$ cat src/rtl/triangle_scheduler.sv
// Triangle queue feeding a single shader: vertices latched on issue, start pulsed, done awaited.
// Push to start is 3 cycles from an idle empty queue; a push while full is dropped and flagged.
module triangle_scheduler #(
  parameter int unsigned DEPTH   = 4,
  parameter int unsigned W       = 16,
  parameter int unsigned TIMEOUT = 2000000
) (
  input  logic                         clk,
  input  logic                         reset,
  input  logic                         push,
  input  logic [9*W-1:0]               tri_in,
  output logic                         full,
  output logic [$clog2(DEPTH+1)-1:0]   count,
  output logic                         shd_start,
  output logic [W-1:0]                 shd_v1x,
  output logic [W-1:0]                 shd_v1y,
  output logic [W-1:0]                 shd_v1z,
  output logic [W-1:0]                 shd_v2x,
  output logic [W-1:0]                 shd_v2y,
  output logic [W-1:0]                 shd_v2z,
  output logic [W-1:0]                 shd_v3x,
  output logic [W-1:0]                 shd_v3y,
  output logic [W-1:0]                 shd_v3z,
  input  logic                         shd_done,
  output logic                         busy,
  output logic [15:0]                  tri_done_cnt,
  input  logic                         err_clr,
  output logic                         overflow,
  output logic                         timeout
);

  localparam int unsigned CW  = $clog2(DEPTH + 1);
  localparam int unsigned PW  = $clog2(DEPTH);
  localparam int unsigned TW  = 9 * W;
  localparam int unsigned WDW = (TIMEOUT > 1) ? $clog2(TIMEOUT) : 1;

  typedef enum logic [1:0] {
    IDLE  = 2'd0,
    ISSUE = 2'd1,
    WAIT  = 2'd2
  } state_t;

  state_t          state_q, state_d;
  logic [TW-1:0]   mem_q [DEPTH];
  logic [PW-1:0]   wr_ptr_q, wr_ptr_d;
  logic [PW-1:0]   rd_ptr_q, rd_ptr_d;
  logic [CW-1:0]   count_q, count_d;
  logic [TW-1:0]   vtx_q, vtx_d;
  logic            start_q, start_d;
  logic [WDW-1:0]  wdog_q, wdog_d;
  logic [15:0]     done_cnt_q, done_cnt_d;
  logic            ovf_q, ovf_d;
  logic            tmo_q, tmo_d;

  logic            full_w;
  logic            push_ok;
  logic            push_drop;
  logic            pop;
  logic            tmo_hit;
  logic            tmo_set;

  assign full_w    = (count_q == CW'(DEPTH));
  assign push_ok   = push && !full_w;
  // A push while full is dropped even if the FSM dequeues in the same cycle.
  assign push_drop = push && full_w;
  assign tmo_hit   = (TIMEOUT != 0) && (32'(wdog_q) == TIMEOUT - 1);

  always_ff @(posedge clk) begin
    if (push_ok) begin
      mem_q[wr_ptr_q] <= tri_in;
    end
  end

  always_comb begin
    wr_ptr_d = wr_ptr_q;
    count_d  = count_q;
    if (push_ok) begin
      wr_ptr_d = wr_ptr_q + PW'(1);
    end
    case ({push_ok, pop})
      2'b10:   count_d = count_q + CW'(1);
      2'b01:   count_d = count_q - CW'(1);
      default: count_d = count_q;
    endcase
  end

  always_comb begin
    state_d    = state_q;
    rd_ptr_d   = rd_ptr_q;
    vtx_d      = vtx_q;
    start_d    = 1'b0;
    wdog_d     = wdog_q;
    done_cnt_d = done_cnt_q;
    pop        = 1'b0;
    tmo_set    = 1'b0;
    case (state_q)
      IDLE: begin
        if (count_q != '0) begin
          vtx_d    = mem_q[rd_ptr_q];
          rd_ptr_d = rd_ptr_q + PW'(1);
          pop      = 1'b1;
          state_d  = ISSUE;
        end
      end
      ISSUE: begin
        // The start pulse is registered, so the shader sees it in the first WAIT cycle.
        start_d = 1'b1;
        wdog_d  = '0;
        state_d = WAIT;
      end
      WAIT: begin
        wdog_d = wdog_q + WDW'(1);
        if (shd_done) begin
          done_cnt_d = done_cnt_q + 16'd1;
          state_d    = IDLE;
        end else if (tmo_hit) begin
          tmo_set = 1'b1;
          state_d = IDLE;
        end
      end
      default: begin
        state_d = IDLE;
      end
    endcase
  end

  always_comb begin
    ovf_d = ovf_q;
    tmo_d = tmo_q;
    if (err_clr) begin
      ovf_d = 1'b0;
      tmo_d = 1'b0;
    end
    if (push_drop) begin
      ovf_d = 1'b1;
    end
    if (tmo_set) begin
      tmo_d = 1'b1;
    end
  end

  always_ff @(posedge clk or posedge reset) begin
    if (reset) begin
      state_q    <= IDLE;
      wr_ptr_q   <= '0;
      rd_ptr_q   <= '0;
      count_q    <= '0;
      vtx_q      <= '0;
      start_q    <= 1'b0;
      wdog_q     <= '0;
      done_cnt_q <= '0;
      ovf_q      <= 1'b0;
      tmo_q      <= 1'b0;
    end else begin
      state_q    <= state_d;
      wr_ptr_q   <= wr_ptr_d;
      rd_ptr_q   <= rd_ptr_d;
      count_q    <= count_d;
      vtx_q      <= vtx_d;
      start_q    <= start_d;
      wdog_q     <= wdog_d;
      done_cnt_q <= done_cnt_d;
      ovf_q      <= ovf_d;
      tmo_q      <= tmo_d;
    end
  end

  assign full         = full_w;
  assign count        = count_q;
  assign shd_start    = start_q;
  assign busy         = (state_q != IDLE) || (count_q != '0);
  assign tri_done_cnt = done_cnt_q;
  assign overflow     = ovf_q;
  assign timeout      = tmo_q;

  assign shd_v1x = vtx_q[8*W +: W];
  assign shd_v1y = vtx_q[7*W +: W];
  assign shd_v1z = vtx_q[6*W +: W];
  assign shd_v2x = vtx_q[5*W +: W];
  assign shd_v2y = vtx_q[4*W +: W];
  assign shd_v2z = vtx_q[3*W +: W];
  assign shd_v3x = vtx_q[2*W +: W];
  assign shd_v3y = vtx_q[1*W +: W];
  assign shd_v3z = vtx_q[0*W +: W];

endmodule

$ cat config.mk
export PLATFORM = sky130hd
export DESIGN_NAME = triangle_scheduler
export DESIGN_NICKNAME = d
export VERILOG_FILES = /design/src/rtl/triangle_scheduler.sv
export SDC_FILE = /design/constraint.sdc
export NUM_CORES = 1
export LEC_CHECK = 0
export BUFFER_PORTS_ARGS = -buffer_cell sky130_fd_sc_hd__buf_2
export CORE_UTILIZATION = 55
export CTS_CLUSTER_DIAMETER = 200
export CTS_CLUSTER_SIZE = 8
export DETAILED_ROUTE_END_ITERATION = 10
export PLACE_DENSITY = 0.73
export RECOVER_POWER = 50
export SYNTH_ARGS = -nofsm -noshare
export SYNTH_HDL_FRONTEND = slang
export SYNTH_SLANG_ARGS = --single-unit
$ cat constraint.sdc
create_clock -name clk -period 11.5 [get_ports clk]
set_clock_uncertainty 0.1 [all_clocks]
set_input_delay 2.3 -clock clk [delete_from_list [all_inputs] [get_ports clk]]
set_output_delay 2.3 -clock clk [all_outputs]
set_load 0.005 [all_outputs]
==> results.toml <==
[setup_path]
regToRegSetupSlack_ps = 4710
cp_slowest_cell = "sky130_fd_sc_hd__clkinvlp_2"
startpoint_of_the_worst_slack_reg_to_reg_timing_path = "rd_ptr_q[0]$_DFFE_PP0P_"
criticalPathCategory = "primary input to async pin"
timing.rr.end = "vtx_q[41]$_DFFE_PP0P_"
crit_buf_inv = 2
worst_setup_sp = "reset"
cp_top_family = "buffers and inverters"
timing.critical_path.fanout_max = 128
crit_path_end_kind = "async pin"
path_cells = "buf_2 > clkinvlp_2"
cp.arrival_ps = 5820
startpoint_type = "primary input"
critPathMaxStageDelay_ps = 3280
worst-r2r-cell-count = 4
timing.critical_path.required_ps = 10330

[yosys]
syn-mean-instance-area_um2 = 17.74
yosysTopAreaCell = "sky130_fd_sc_hd__edfxtp_1"
cell_count_after_synthesis = 1610
synth_edf_count = 576
async_reset_ff_share_pct = 25.10
ys.warnings.count = 0
yosysTopAreaCellShare_pct = 60.57
synthesis.area_um2 = 28550
synth_ff_type = "sky130_fd_sc_hd__edfxtp_1"
synth.net_count = 1771
ys_top_cells_by_area = "sky130_fd_sc_hd__edfxtp_1, sky130_fd_sc_hd__dfrtp_1, sky130_fd_sc_hd__mux4_2"
ffs_latches_synth = 769
synth.most_common_cell = "sky130_fd_sc_hd__edfxtp_1"
yosys-top-cells-count = "sky130_fd_sc_hd__edfxtp_1, sky130_fd_sc_hd__nand2_1, sky130_fd_sc_hd__dfrtp_1"
yosys.cell_types.count = 44
seq_total_area_yosys_pct = 77.49

[timing]
fin_crit_ps = 6982
finalHoldViolCount = 0
timing.final.crit_share_pct = 60.72
fmaxAchievable_ghz = 0.1432
setup_violations = 0
unrepaired_setup_endpoints_after_global_routing = "false"
tns_ps = 0
max_slew_vio_count = 375
worst_slew_margin_relative_to_its_limit_pct = -302.1
post-route-worst-setup-slack_ps = 4518
worst_slew_pin_slew_ps = 5999

[clocking]
cts.hold.buffers_added = 0
clock_insertion_delay_worst_skew_ps = 620
cts_made_buffers = 106
cts_resized = 0
maximum_level_of_the_cts_h_tree = 3
clock_pin_transition_on_the_worst_setup_and_hold_timing_paths_ps = 50
clock-root-buffer = "sky130_fd_sc_hd__clkbuf_16"
cts_num_sinks = 769
cts_tree = "built"
cts.path.max_buffers = 3
cts.repair_timing.setup_buffer_count = 0

[power_and_ir_drop]
seq_power_share_pct = 43.7
combPwrFrac_pct = 26.4
pwr_density_cell_nw_per_um2 = 278.7
power_report.internal_total_mw = 6.562
leakage_nw = 12.71
total_switching_power_mw = 2.827
worst_ir_drop_vdd_mv = 0.1706
clock_power_share_pct = 29.9
power.share.switching_pct = 30.11

[global_routing]
grt_overflow_total = 0
grt_start_max_net_pins = 129
global_route.usage.total_pct = 23.41
grt_pass1_vias = 16130
grt_first_pass_wirelength_um = 93290
antenna_found_initial = 9

[drt]
drt_first_iter_violations = 1148
num_vias = 15200
number_of_routed_nets_with_antenna_violations = 0
top_signal_layer_used = "met5"
wire_length_after_detailed_routing_um = 59810
wirelength_met1_um = 24200
wl_met2_um = 30650
drc_errors = 0
detail_route.wl_per_cell_um = 21.76
drt-vias-per-instance = 5.529
drt_first_pass_iters = 5
met3_wirelength_um = 3756

[layout]
seqCellArea_um2 = 22130
drive_above_1_share_pct = 21.74
nNetsFinal = 2141
num-fill-cells = 3604
multi_input_area_um2 = 6077
syn_to_final_growth_pct = 17.96

[placed_design]
dp_hpwl_um = 33930
numPortBuffers = 316
preCtsSetupSlack_ps = 5730
gp_routability_congestion = 0.7949

[die]
pin_count = 317
initial_standard_cell_utilization_of_the_core_pct = 55.66
fp-row-count = 83
die_width_um = 229.9
fp.dieArea_um2 = 52830
design.core.area_um2 = 51300
die-height_um = 229.9

[hold_path]
timing.hold.worst_endpoint = "vtx_q[68]$_DFFE_PP0P_"
worst_hold_path_cell_count = 2
hold_path.class = "flop to flop"
worstHoldStart = "vtx_q[68]$_DFFE_PP0P_"

[run_status]
violations = "max-capacitance violations, max-slew violations"
outcome = "finished with violations"

[run]
timing.max_cap.violations = 5
## per-layer routing
metal	GRT usage [%]	vias to the layer above
li1	-	6777
met1	30.67	7855
met2	39.53	461
met3	4.973	96
met4	7.326	10
met5	0	-
## worst max path at each step
stage	end	slack, ps	cells after the start
2_1_floorplan	count[0]$_DFFE_PP0P_	3840	1
3_3_place_gp	mem_q[0][115]$_DFFE_PP_	5790	5
3_5_place_dp	mem_q[0][115]$_DFFE_PP_	5730	5
4_1_cts	mem_q[0][113]$_DFFE_PP_	6390	5
5_1_grt	rd_ptr_q[1]$_DFFE_PP0P_	3330	2
6_report	rd_ptr_q[1]$_DFFE_PP0P_	4520	2
## final cells by class
cell class                      instances  share of cell area (%)
Inverter                               20                  0.2340
Sequential cell                       769                   65.70
Clock buffer                          190                   8.874
Clock inverter                          3                  0.1226
Multi-Input combinational cell        752                   18.04
Timing Repair Buffer                  331                   4.472
Tap cell                              680                   2.526
Antenna cell                            4                 0.02972
## through the flow
step                instance area [um^2]  total power, mW  utilization, %  std cells  hold slack [ps]
floorplan                          28550            5.721               -       1610            364.7
global placement                   30880            6.533           60.19       2552            352.9
detailed placement                 30880            6.607           60.19       2552            356.6
CTS                                33910            9.460           66.10       2745            369.0
global route                       33680            9.912           65.65       2747            389.8
finish                             33680            9.389           65.66       2749            363.9
## power by group through the flow
stage / combinational [mW] / clock (mW) / sequential (mW)
2_1_floorplan: 1.64 / 0 / 4.08
6_report: 2.48 / 2.81 / 4.10
5_1_grt: 2.76 / 2.98 / 4.17
3_3_place_gp: 2.42 / 0 / 4.11
3_5_place_dp: 2.46 / 0 / 4.15
4_1_cts: 2.48 / 2.86 / 4.11
## sequential cells by signal, indices dropped and copies added (netlist names), 2 cells and up
| signal | count |
|---|---|
| count | 3 |
| wr_ptr_q | 2 |
| wdog_q | 21 |
| tri_done_cnt | 16 |
| mem_q | 576 |
| rd_ptr_q | 2 |
| state_q | 2 |
| vtx_q | 144 |
## cells in the final DEF (no fill, tap or decap), types with 8 or more instances in the layout
master	netlist	layout
sky130_fd_sc_hd__edfxtp_1	576	576
sky130_fd_sc_hd__nand2_1	450	450
sky130_fd_sc_hd__clkbuf_1	39	229
sky130_fd_sc_hd__dfrtp_1	193	192
sky130_fd_sc_hd__buf_2	12	171
sky130_fd_sc_hd__mux4_2	144	144
sky130_fd_sc_hd__clkbuf_16	0	107
sky130_fd_sc_hd__xnor2_1	18	18
sky130_fd_sc_hd__nor2_1	18	18
sky130_fd_sc_hd__inv_1	20	18
sky130_fd_sc_hd__nand3_1	16	16
sky130_fd_sc_hd__buf_4	0	13
sky130_fd_sc_hd__ha_1	11	11
sky130_fd_sc_hd__xor2_1	10	10
sky130_fd_sc_hd__a21oi_1	10	10
sky130_fd_sc_hd__o21ai_0	9	9
sky130_fd_sc_hd__nand4_1	7	8
## logic make-up (layout without fill, tap and decap cells)
kind of cell | after synthesis | after routing | synth area share (%)
multiplexers | 149 | 149 | 11.54
flip-flops | 769 | 769 | 77.49
AO/OA/AOI/OAI | 32 | 32 | 0.7011
adder cells (fa/ha/maj) | 12 | 12 | 0.5521
XOR/XNOR | 28 | 28 | 0.8588
AND/OR/NAND/NOR | 531 | 531 | 7.637
other | 0 | 4 | 0
buffers and inverters | 89 | 544 | 1.222
Power figures use the tool's default switching activity.
